`config.mk`:
```
export PLATFORM = sky130hd
export DESIGN_NAME = fetch_ctrl
export DESIGN_NICKNAME = d
export VERILOG_FILES = /design/src/rtl/fetch_pkg.sv /design/src/rtl/fetch_pc_sel.sv /design/src/rtl/fetch_ctrl.sv
export SDC_FILE = /design/constraint.sdc
export NUM_CORES = 1
export LEC_CHECK = 0
export BUFFER_PORTS_ARGS = -buffer_cell sky130_fd_sc_hd__buf_4
export CORE_MARGIN = 1.5
export CORE_UTILIZATION = 57
export CTS_BUF_LIST = sky130_fd_sc_hd__clkbuf_2 sky130_fd_sc_hd__clkbuf_4 sky130_fd_sc_hd__clkbuf_8
export CTS_CLUSTER_SIZE = 20
export DETAILED_ROUTE_END_ITERATION = 8
export PLACE_DENSITY = 0.8
export SLEW_MARGIN = 20
export SYNTH_ARGS = -nofsm -noshare
export SYNTH_HDL_FRONTEND = slang
export SYNTH_SLANG_ARGS = --single-unit
```
`constraint.sdc`:
```
create_clock -name clk -period 9.05 [get_ports clk]
set_input_delay 1.81 -clock clk [delete_from_list [all_inputs] [get_ports clk]]
set_output_delay 1.81 -clock clk [all_outputs]
set_load 0.01 [all_outputs]
```
`src/rtl/fetch_pkg.sv`:
```
// Shared types and constants for the instruction-fetch controller.
package fetch_pkg;

    localparam logic [31:0] NOP_INSTR        = 32'h0000_0013;
    localparam logic [31:0] RESET_PC_DEFAULT = 32'h0000_0000;

    typedef enum logic [2:0] {
        StBoot,
        StFetch,
        StWait,
        StSkid,
        StDrain
    } state_t;

    typedef enum logic [1:0] {
        SelSeq,
        SelJump,
        SelBranch
    } pc_sel_t;

endpackage

```
`src/rtl/fetch_pc_sel.sv`:
```
// Priority next-PC selector: branch over jump over sequential, targets word aligned.
module fetch_pc_sel
    import fetch_pkg::*;
(
    input  logic [31:0] pc,
    input  logic        branch_taken,
    input  logic [31:0] branch_target,
    input  logic        jump,
    input  logic [31:0] jump_target,
    output logic        redirect,
    output logic [31:0] next_pc
);

    pc_sel_t sel;

    always_comb begin
        if (branch_taken) begin
            sel = SelBranch;
        end else if (jump) begin
            sel = SelJump;
        end else begin
            sel = SelSeq;
        end

        case (sel)
            SelBranch: next_pc = {branch_target[31:2], 2'b00};
            SelJump:   next_pc = {jump_target[31:2], 2'b00};
            default:   next_pc = pc + 32'd4;
        endcase

        redirect = (sel != SelSeq);
    end

endmodule

```
`src/rtl/fetch_ctrl.sv`:
```
// Instruction-fetch sequencer: owns the PC, handshakes with imem, stalls, skids and flushes.
module fetch_ctrl
    import fetch_pkg::*;
#(
    parameter logic [31:0] RESET_PC = RESET_PC_DEFAULT,
    parameter logic [31:0] NOP      = NOP_INSTR
) (
    input  logic        clk,
    input  logic        reset,
    input  logic        hazard,
    input  logic        branch_taken,
    input  logic [31:0] branch_target,
    input  logic        jump,
    input  logic [31:0] jump_target,
    output logic        imem_req,
    output logic [31:0] imem_addr,
    input  logic        imem_ready,
    input  logic [31:0] imem_rdata,
    output logic        if_valid,
    output logic [31:0] if_instr,
    output logic [31:0] if_pc4,
    output logic        flush
);

    state_t      state;
    logic [31:0] pc;
    logic [31:0] addr_hold;
    logic [31:0] skid_instr;
    logic [31:0] skid_pc4;
    logic [31:0] next_pc;
    logic        redirect_sel;
    logic        redirect;

    fetch_pc_sel u_pc_sel (
        .pc            (pc),
        .branch_taken  (branch_taken),
        .branch_target (branch_target),
        .jump          (jump),
        .jump_target   (jump_target),
        .redirect      (redirect_sel),
        .next_pc       (next_pc)
    );

    // Redirects are ignored while still booting.
    assign redirect = redirect_sel && (state != StBoot);
    assign flush    = redirect;

    always_comb begin
        imem_req  = 1'b0;
        imem_addr = pc;
        case (state)
            StFetch: imem_req = !hazard;
            StWait, StDrain: begin
                imem_req  = 1'b1;
                imem_addr = addr_hold;
            end
            default: ;
        endcase
    end

    always_ff @(posedge clk or posedge reset) begin
        if (reset) begin
            state      <= StBoot;
            pc         <= RESET_PC;
            addr_hold  <= RESET_PC;
            skid_instr <= NOP;
            skid_pc4   <= 32'h0;
            if_valid   <= 1'b0;
            if_instr   <= NOP;
            if_pc4     <= 32'h0;
        end else if (redirect) begin
            pc       <= next_pc;
            if_valid <= 1'b0;
            if_instr <= NOP;
            case (state)
                StFetch: begin
                    // An unanswered request must be drained at its original address.
                    addr_hold <= pc;
                    state     <= (!hazard && !imem_ready) ? StDrain : StFetch;
                end
                StWait, StDrain: state <= imem_ready ? StFetch : StDrain;
                default:         state <= StFetch;
            endcase
        end else begin
            // Without a redirect next_pc is pc + 4.
            case (state)
                StBoot: state <= StFetch;
                StFetch: begin
                    if (!hazard) begin
                        if (imem_ready) begin
                            if_valid <= 1'b1;
                            if_instr <= imem_rdata;
                            if_pc4   <= next_pc;
                            pc       <= next_pc;
                        end else begin
                            addr_hold <= pc;
                            state     <= StWait;
                        end
                    end
                end
                StWait: begin
                    if (imem_ready) begin
                        pc <= next_pc;
                        if (hazard) begin
                            skid_instr <= imem_rdata;
                            skid_pc4   <= next_pc;
                            state      <= StSkid;
                        end else begin
                            if_valid <= 1'b1;
                            if_instr <= imem_rdata;
                            if_pc4   <= next_pc;
                            state    <= StFetch;
                        end
                    end
                end
                StSkid: begin
                    if (!hazard) begin
                        if_valid <= 1'b1;
                        if_instr <= skid_instr;
                        if_pc4   <= skid_pc4;
                        state    <= StFetch;
                    end
                end
                StDrain: begin
                    if (imem_ready) begin
                        state <= StFetch;
                    end
                end
                default: state <= StBoot;
            endcase
        end
    end

endmodule
```
==> results.sh <==
export IMPL_cp_start_kind="primary input"
export IMPL_fin_cells=1408
export IMPL_crit_fanout=39
export IMPL_fin_crit_ns=5.32
export IMPL_synthTopCellsByCount="nand2_1 (220), dfrtp_1 (190), o21ai_0 (116), clkbuf_1 (69), mux2_2 (63)"
export IMPL_diodes=0
export IMPL_io_buffers=196
export IMPL_synth_nets=1139
export IMPL_combPwrFrac=0.248
export IMPL_grt_first_pass_wirelength_um=41000
export IMPL_grt_max_degree=136
export IMPL_synth_seq_cells=196
export IMPL_clkTransAtPathRegs_ns=0.09
export IMPL_synthArstFlopShare=1.00
export IMPL_cell_internal_pwr_uw=1620
export IMPL_pin_count=201
export IMPL_synth_most_common_cell="nand2_1"
export IMPL_core_area_um2=16700
export IMPL_setup_viol=0
export IMPL_clock_latency_ns=0.47
export IMPL_max_clock_freq_mhz=188
export IMPL_cts_tree="built"
export IMPL_syn_inst=1036
export IMPL_initial_utilization=0.586
export IMPL_worst_hold_slack_ns=0.465
export IMPL_overflow=0
export IMPL_end_kind="output port"
export IMPL_drt_iter0_markers=694
export IMPL_postCtsSetupRepairBufs=0
export IMPL_synth_area_um2=9790
export IMPL_drive_gt1_frac=0.279
export IMPL_via_per_inst=5.89
export IMPL_syn2layout_area_growth_pct=20.1
export IMPL_cts_hold_buffers_added=0
export IMPL_clockRootBuffer="clkbuf_8"
export IMPL_cts_resized=0
export IMPL_critPathRequiredTime_ns=7.24
export IMPL_yosys_top_cells_area="dfrtp_1 (49%), nand2_1 (8.4%), mux2_2 (7.2%)"
export IMPL_p_per_area_nw_per_um2=201
export IMPL_fill_cells=1334
export IMPL_nets=1278
export IMPL_rsz0062_at_grt="false"
export IMPL_gr_usage_all_layers=0.291
export IMPL_drv_slew=0
export IMPL_fin_area_um2=11800
export IMPL_fin_worst_skew_ns=0.0160
export IMPL_grt_pass1_vias=7904
export IMPL_synth_ff_type="dfrtp_1"
export IMPL_period_share=0.588
export IMPL_syn_area_per_cell_um2=9.45
export IMPL_tightest_slew_ns=1.05
export IMPL_drt_total_wl_um=25400
export IMPL_routedWlPerCell_um=18.0
export IMPL_ys_warn_count=0
export IMPL_status="complete, no violations"
export IMPL_drc=0
export IMPL_yosysSeqAreaShare=0.502
export IMPL_p_clk_frac=0.264
export IMPL_netSwitchingFraction=0.313
export IMPL_dpl_hpwl_um=17100
export IMPL_p_switching_uw=740
export IMPL_cts_htree_levels=4
export IMPL_crit_type="primary input to output port"
export IMPL_seqPwrFrac=0.488
export IMPL_yosys_area_top_type_share=0.486
export IMPL_yosys_area_top_type="dfrtp_1"
export IMPL_clk_path_buf_depth=2
export IMPL_pre_cts_slack_ns=3.79
export IMPL_num_vias=8295
export IMPL_place_area_um2=11300
export IMPL_dieHeight_um=134
export IMPL_row_count=47
export IMPL_min_path_type="flip-flop to flip-flop"
export IMPL_final_setup_worst_slack_ns=3.73
export IMPL_dieWidth_um=134
export IMPL_drv_cap=0
export IMPL_peakVddDrop_mv=0.158
export IMPL_ant_nets=0
export IMPL_ys_types=65
export IMPL_setup_tns_ns=0
export IMPL_antenna_found_initial=0
export IMPL_slew_headroom=0.298
export IMPL_gp_congestion=0.839
export IMPL_drtPass1Iterations=6
export IMPL_dp_cells=1376
export IMPL_hold_viol=0
export IMPL_power_leakage_uw=0.00575
export IMPL_synth_edf_count=0
export IMPL_cts_buffers=17
export IMPL_cp_arrival_ns=3.51
export IMPL_fp_dieArea_um2=18000
export IMPL_clock_sinks=196
metal layers:
metal | track usage | vias up | part of all wire
met5 | 0 | - | 0
met4 | 0.113 | 0 | 0.028
met3 | 0.0431 | 46 | 0.052
met2 | 0.466 | 297 | 0.49
met1 | 0.403 | 4044 | 0.43
li1 | - | 3908 | -
path summary, 6_finish.rpt:
path | slack, ns | start | cells past startpoint | endpoint
worst max-delay path | 3.73 | branch_taken | 5 | flush
worst min-delay path | 0.46 | skid_instr[4]$_DFFE_PP1P_ | 2 | skid_instr[4]$_DFFE_PP1P_
worst max register to register | 6.23 | state[1]$_DFFE_PP0P_ | 4 | if_pc4[11]$_DFFE_PP0P_
worst min register to register | 0.46 | skid_instr[4]$_DFFE_PP1P_ | 2 | skid_instr[4]$_DFFE_PP1P_
max in group asynchronous | 6.24 | reset | 3 | pc[30]$_DFFE_PP0P_
min in group asynchronous | 1.49 | reset | 2 | addr_hold[7]$_DFFE_PP0P_
critical path, stage by stage:
cell and delay [ns]:
buf_4 0.37, or2_2 0.62, o21ai_0 0.40, inv_1 0.14, buf_4 0.13
through the flow:
stage          total power [µW]  utilization
2_1_floorplan              1480            -
3_3_place_gp               1730        0.678
6_report                   2360        0.704
4_1_cts                    2370        0.704
3_5_place_dp               1760        0.678
5_1_grt                    2480        0.704
state kept, by name (all words and copies together) (netlist names):
name        flops
if_valid        1
if_pc4         32
addr_hold      32
skid_instr     32
pc             32
if_instr       32
skid_pc4       32
state           3
placed cells by master, fill, tap and decap left out, drive strengths merged, types with 3 or more instances in the layout:
cell | netlist | layout
a22o | 9 | 9
and3 | 23 | 23
o211ai | 4 | 4
xor2 | 4 | 4
nor2b | 4 | 4
nand4 | 14 | 14
dfstp | 6 | 6
or3 | 7 | 7
nand2 | 220 | 220
and4 | 7 | 7
o21a | 3 | 3
nor4 | 5 | 5
nand3 | 17 | 17
o221a | 3 | 3
a32oi | 3 | 3
mux2i | 41 | 41
mux2 | 63 | 63
inv | 15 | 17
nand2b | 7 | 7
bufinv | 0 | 4
and2 | 8 | 8
dfrtp | 190 | 190
nor3b | 5 | 5
buf | 21 | 210
o31ai | 6 | 6
a22oi | 9 | 9
clkinv | 0 | 6
o31a | 4 | 4
a211oi | 6 | 6
a221oi | 6 | 6
xnor2 | 7 | 7
nor2 | 39 | 39
clkbuf | 69 | 19
o22ai | 5 | 5
a21oi | 39 | 39
nor3 | 11 | 11
o21ai | 117 | 117
a31oi | 9 | 9
or4 | 3 | 3
layout make-up:
class,count,area [µm²],share of cell area
tap,220,275,0.0234
clock buffer,19,255,0.0217
timing repair buffer,210,1580,0.134
inverter,15,63.8,0.00543
sequential,196,4910,0.418
multi-input combinational,735,4500,0.382
clock inverter,13,179,0.0152
logic make-up (layout without fill, tap and decap cells):
| logic type | Yosys count | in the layout | share of synthesized area |
|---|---|---|---|
| and+or+nand+nor | 380 | 380 | 0.182 |
| adders and majority gates | 2 | 2 | 0.00230 |
| muxes | 104 | 104 | 0.114 |
| DFF | 196 | 196 | 0.502 |
| buffers and inverters | 105 | 257 | 0.0420 |
| AOI/OAI and AO/OA | 238 | 238 | 0.147 |
| xor gates and xnor gates | 11 | 11 | 0.00984 |
power groups by stage:
stage                     clock network [µW]  logic (µW)  registers [µW]
after floorplan                            0         354            1120
after global placement                     0         573            1160
after detailed placement                   0         589            1170
after CTS                                630         590            1150
after global routing                     667         639            1170
final                                    623         585            1150
Note: power is estimated with default switching activity, not from simulation.
